## src/rtl/vga_pkg.sv

```systemverilog
// VGA timing sets and the timing-descriptor type shared by the generator.
package vga_pkg;

  typedef struct packed {
    logic [15:0] h_active;
    logic [15:0] h_fp;
    logic [15:0] h_sync;
    logic [15:0] h_bp;
    logic [15:0] v_active;
    logic [15:0] v_fp;
    logic [15:0] v_sync;
    logic [15:0] v_bp;
    logic        h_pol;
    logic        v_pol;
  } vga_timing_t;

  localparam vga_timing_t VGA_640X480_60 = '{
    h_active: 16'd640, h_fp: 16'd16, h_sync: 16'd96,  h_bp: 16'd48,
    v_active: 16'd480, v_fp: 16'd10, v_sync: 16'd2,   v_bp: 16'd33,
    h_pol: 1'b0, v_pol: 1'b0};

  localparam vga_timing_t VGA_800X600_60 = '{
    h_active: 16'd800, h_fp: 16'd40, h_sync: 16'd128, h_bp: 16'd88,
    v_active: 16'd600, v_fp: 16'd1,  v_sync: 16'd4,   v_bp: 16'd23,
    h_pol: 1'b1, v_pol: 1'b1};

  function automatic int unsigned h_total(vga_timing_t t);
    return int'(t.h_active) + int'(t.h_fp) + int'(t.h_sync) + int'(t.h_bp);
  endfunction

  function automatic int unsigned v_total(vga_timing_t t);
    return int'(t.v_active) + int'(t.v_fp) + int'(t.v_sync) + int'(t.v_bp);
  endfunction

endpackage

```

## src/rtl/vga_axis_counter.sv

```systemverilog
// One axis of the raster: wrapping position counter plus sync/active decode.
module vga_axis_counter #(
  parameter int CORDW = 11
) (
  input  logic             clk,
  input  logic             rst_n,
  input  logic             step,
  input  logic [15:0]      len_active,
  input  logic [15:0]      len_fp,
  input  logic [15:0]      len_sync,
  input  logic [16:0]      len_total,
  input  logic             pol,
  output logic [CORDW-1:0] pos,
  output logic             wrap,
  output logic             sync,
  output logic             act
);

  logic [16:0] p;
  logic [16:0] sync_start;
  logic [16:0] sync_end;

  assign p          = 17'(pos);
  assign sync_start = 17'(len_active) + 17'(len_fp);
  assign sync_end   = sync_start + 17'(len_sync);

  // >= rather than == keeps the counter bounded even if totals ever shrink
  assign wrap = (p >= len_total - 17'd1);
  assign act  = (p < 17'(len_active));
  assign sync = ((p >= sync_start) && (p < sync_end)) ? pol : ~pol;

  always_ff @(posedge clk or negedge rst_n) begin
    if (!rst_n)    pos <= '0;
    else if (step) pos <= wrap ? '0 : pos + 1'b1;
  end

endmodule

```

## src/rtl/vga_timing_gen.sv

```systemverilog
// Two-mode VGA raster timing generator; mode switches only at frame boundaries.
module vga_timing_gen
  import vga_pkg::*;
#(
  parameter int          CORDW = 11,
  parameter vga_timing_t MODE0 = VGA_640X480_60,
  parameter vga_timing_t MODE1 = VGA_800X600_60
) (
  input  logic             clk_pix,
  input  logic             rst_pix_n,
  input  logic             pix_en,
  input  logic             mode_sel,
  output logic             mode_act,
  output logic [CORDW-1:0] sx,
  output logic [CORDW-1:0] sy,
  output logic             hsync,
  output logic             vsync,
  output logic             de,
  output logic             line,
  output logic             frame
);

  localparam longint unsigned COORD_SPAN = longint'(1) << CORDW;

  if (CORDW < 1 || CORDW > 16) begin : g_bad_cordw
    $error("vga_timing_gen: CORDW must be 1..16");
  end
  if (h_total(MODE0) > COORD_SPAN || v_total(MODE0) > COORD_SPAN ||
      h_total(MODE1) > COORD_SPAN || v_total(MODE1) > COORD_SPAN) begin : g_bad_tot
    $error("vga_timing_gen: mode totals exceed coordinate range");
  end

  vga_timing_t sel;
  logic [16:0] h_tot, v_tot;
  logic        h_wrap, v_wrap, h_act, v_act;

  assign sel   = mode_act ? MODE1 : MODE0;
  assign h_tot = 17'(sel.h_active) + 17'(sel.h_fp) + 17'(sel.h_sync) + 17'(sel.h_bp);
  assign v_tot = 17'(sel.v_active) + 17'(sel.v_fp) + 17'(sel.v_sync) + 17'(sel.v_bp);

  vga_axis_counter #(.CORDW(CORDW)) u_h (
    .clk(clk_pix), .rst_n(rst_pix_n), .step(pix_en),
    .len_active(sel.h_active), .len_fp(sel.h_fp), .len_sync(sel.h_sync),
    .len_total(h_tot), .pol(sel.h_pol),
    .pos(sx), .wrap(h_wrap), .sync(hsync), .act(h_act));

  vga_axis_counter #(.CORDW(CORDW)) u_v (
    .clk(clk_pix), .rst_n(rst_pix_n), .step(pix_en && h_wrap),
    .len_active(sel.v_active), .len_fp(sel.v_fp), .len_sync(sel.v_sync),
    .len_total(v_tot), .pol(sel.v_pol),
    .pos(sy), .wrap(v_wrap), .sync(vsync), .act(v_act));

  // new mode takes effect on the same edge that returns the raster to (0,0)
  always_ff @(posedge clk_pix or negedge rst_pix_n) begin
    if (!rst_pix_n)                        mode_act <= 1'b0;
    else if (pix_en && h_wrap && v_wrap)   mode_act <= mode_sel;
  end

  assign de    = h_act && v_act;
  assign line  = pix_en && (sx == '0);
  assign frame = line && (sy == '0);

endmodule
```

## config.mk

```make
export PLATFORM = sky130hd
export DESIGN_NAME = vga_timing_gen
export DESIGN_NICKNAME = d
export VERILOG_FILES = /design/src/rtl/vga_pkg.sv /design/src/rtl/vga_axis_counter.sv /design/src/rtl/vga_timing_gen.sv
export SDC_FILE = /design/constraint.sdc
export NUM_CORES = 1
export LEC_CHECK = 0
export BUFFER_PORTS_ARGS = -buffer_cell sky130_fd_sc_hd__buf_2
export CAP_MARGIN = 10
export CORE_ASPECT_RATIO = 1.1
export CORE_MARGIN = 2
export CORE_UTILIZATION = 25
export CTS_BUF_LIST = sky130_fd_sc_hd__clkbuf_16
export DETAILED_ROUTE_END_ITERATION = 10
export PLACE_DENSITY = 0.48
export RECOVER_POWER = 50
export SLEW_MARGIN = 40
export SYNTH_ARGS = -nofsm -noshare
export SYNTH_HDL_FRONTEND = slang
export SYNTH_SLANG_ARGS = --single-unit
```

## constraint.sdc

```tcl
create_clock -name clk_pix -period 2.5 [get_ports clk_pix]
set_input_delay 0.25 -clock clk_pix [delete_from_list [all_inputs] [get_ports clk_pix]]
set_output_delay 0.25 -clock clk_pix [all_outputs]
set_load 0.01 [all_outputs]
```

==> impl_metrics.ini <==
[timing]
tightest_slew_ps = 1270
finalClockSkew_ps = 1.41
hold_violations = 0
rsz0062_at_grt = true
max_slew_margin = 0.152
setup_ws_ps = -7.16
setup_viol = 1
max_freq_mhz = 399
period_needed_ps = 2510
period_share = 1.00
finalMaxSlewViolations = 0

[yosys]
netlist_instances = 214
synth_area_um2 = 1970
synth_nets = 245
yosysTopAreaCell = dfrtp_1
syn_area_per_cell_um2 = 9.22
synthSimpleGateAreaFrac = 0.261
synth_xor_area_frac = 0.0399
synthAdderAreaFrac = 0.171
synth_compound_area_frac = 0.182
yosys_warnings = 0
yosys-mux-area-fraction = 0.0108
synth_top_cell_area_share = 0.292
synth_top_family_by_area = simple AND/OR/NAND/NOR gates
synthTopCellsByArea = dfrtp_1 29%, ha_1 17%, nor2_1 3.0%, nand3_1 2.8%, a21oi_1 2.5%
yosysSeqAreaShare = 0.292
synth.distinct_cells = 56
synth-seq-cells = 23

[outcome]
violations = setup timing
outcome = finished, violations left

[route]
drtAntennaViolNets = 0
wl_um = 5690
avgRoutedWirePerCell_um = 15.5
drt-initial-drc-count = 62
first_pass_iters = 5
vias_per_cell = 4.95
vias = 1817
drcViolationCount = 0

[layout]
layout-drive-gt1-share = 0.237
diodes = 0
ff_latch_area_um2 = 577
area_growth_pct = 27.0
postLayoutCellArea_um2 = 2510
nFillCells = 819
layout_common_cells = 23 x ha_1, 23 x buf_2, 22 x dfrtp_1
fin_nets = 294
multi_input_area_um2 = 1390

[cts]
cts_buffers = 3
cts.sinks = 23
cts.path.max_buffers = 2
insertion_delay_ps = 250
cts_root_buffer = clkbuf_16
htree_levels = 1
cts_tree = done
hold_buffers = 0
clk_pin_slew_worst_paths_ps = 60

[worst_setup_path]
required_ps = 2250
worstRegToRegCells = 9
timing.rr.start = mode_act
end_kind = output port
path_class = flip-flop to output port
r2r-end = u_v.pos[5]
worstSetupStartpointType = flip-flop
cp_max_fo = 4
r2r_slack_ps = 190
worst-endpoint-arrival_ps = 2260

[pwr]
p_leak_nw = 1.11
total_power_w = 0.00113
ir_drop_mv = 0.167
power_density_nw_per_um2 = 452

[floorplan]
coreArea_um2 = 7560
row_count = 33
start_util = 0.261
dieArea_um2 = 8620
ios = 32
die_h_um = 97.2
fp.dieW_um = 88.7

[grt]
grt_usage = 0.135
grt_max_degree = 24
grt_overflow = 0
antenna_found_initial = 0
first_global_vias = 1841
grt_pass1_wl_um = 9170

[placement]
portBuffers = 31
dpl_cell_area_um2 = 2350
dpl.hpwl_um = 4420
place_congestion = 0.777

[min_path]
hp-class = primary input to async pin

[job]
maxCapViolCount = 0
registers in the layout (all words and copies together) (netlist names):
name	cells
mode_act	1
u_v.pos	11
u_h.pos	11
critical path, cell delays in order (launching register included):
cell and delay [ps]:
dfrtp_2 440, buf_8 150, ha_4 230, and4b_1 180, o41a_1 300, o21a_1 170, o211ai_1 200, xnor2_1 160
buf_2 170
cell type report:
| class | instances | area share |
|---|---|---|
| Clock inverter | 1 | 0.00150 |
| Multi-Input combinational cell | 172 | 0.556 |
| Timing Repair Buffer | 51 | 0.112 |
| Inverter | 12 | 0.0180 |
| Clock buffer | 3 | 0.0300 |
| Tap cell | 105 | 0.0524 |
| Sequential cell | 23 | 0.230 |
Yosys cell counts, drive strengths merged:
master and number:
o22ai 2, nor4 1, or3b 1, o31ai 2, o211ai 2, or2 1, ha 27, nor2b 5
buf 5, o21bai 1, and4 2, nand2b 3, nor4b 5, clkbuf 2, a22oi 2, nand3 12
mux2 1, nand4 6, a21o 1, a21oi 10, a22o 1, and4b 3, a32oi 3, o21ai 13
a31o 1, and2 1, nor3 3, xnor2 5, a21boi 1, mux2i 1, o41a 1, nand3b 3
o2bb2ai 2, nor2 16, a31oi 4, a2111oi 3, o21a 2, and3 6, dfrtp 23, nand2 11
inv 12, nor3b 2, or3 2, xor2 4
worst max-delay path by stage:
stage	start	endpoint	slack (ps)	cells past startpoint
2_1_floorplan	mode_act	vsync	50	7
3_3_place_gp	mode_act	hsync	130	8
3_5_place_dp	mode_act	hsync	140	8
4_1_cts	mode_act	hsync	-20	8
5_1_grt	mode_act	vsync	-70	6
6_report	mode_act	hsync	-7	8
repair_timing:
| action | in CTS | in global routing |
|---|---|---|
| buffers inserted | 3 | 0 |
| gates resized for setup | 10 | 7 |
| endpoints found under the setup margin | 2 | 5 |
| pin swaps | 4 | 4 |
metrics by stage:
stage | cells | worst slack [ps] | util | hold WS [ps] | setup TNS, ps
final | 367 | -7.16 | 0.332 | 252 | -7.16
after global routing | 367 | -74.5 | 0.332 | 243 | -141
after CTS | 367 | -15.2 | 0.331 | 5.67 | -15.2
after detailed placement | 360 | 143 | 0.311 | 281 | 0
after global placement | 360 | 135 | 0.311 | 275 | 0
after floorplan | 214 | 51.3 | - | -45.6 | 0
per-layer routing:
metal / GRT usage / wire (µm) / up-vias
met1: 0.172 / 2540 / 869
met2: 0.225 / 2780 / 48
li1: - / - / 894
met4: 0.0408 / 110 / 0
met3: 0.0255 / 254 / 6
met5: 0 / 0 / -
cells by family (layout without fill, tap and decap cells):
group	Yosys count	count (layout)
buf+inv	19	67
flops	23	23
compound gates	51	51
mux	2	2
xor+xnor	9	9
simple gates	83	83
fa+ha+maj	27	27
report_power, final:
group	switching, W	internal [W]	leakage, nW	total [W]
sequential	0.0000708	0.000413	0.293	0.000484
clock	0.000129	0.000213	0.0423	0.000342
combinational	0.000162	0.000146	0.776	0.000308
(Power assumes the default switching activity.)
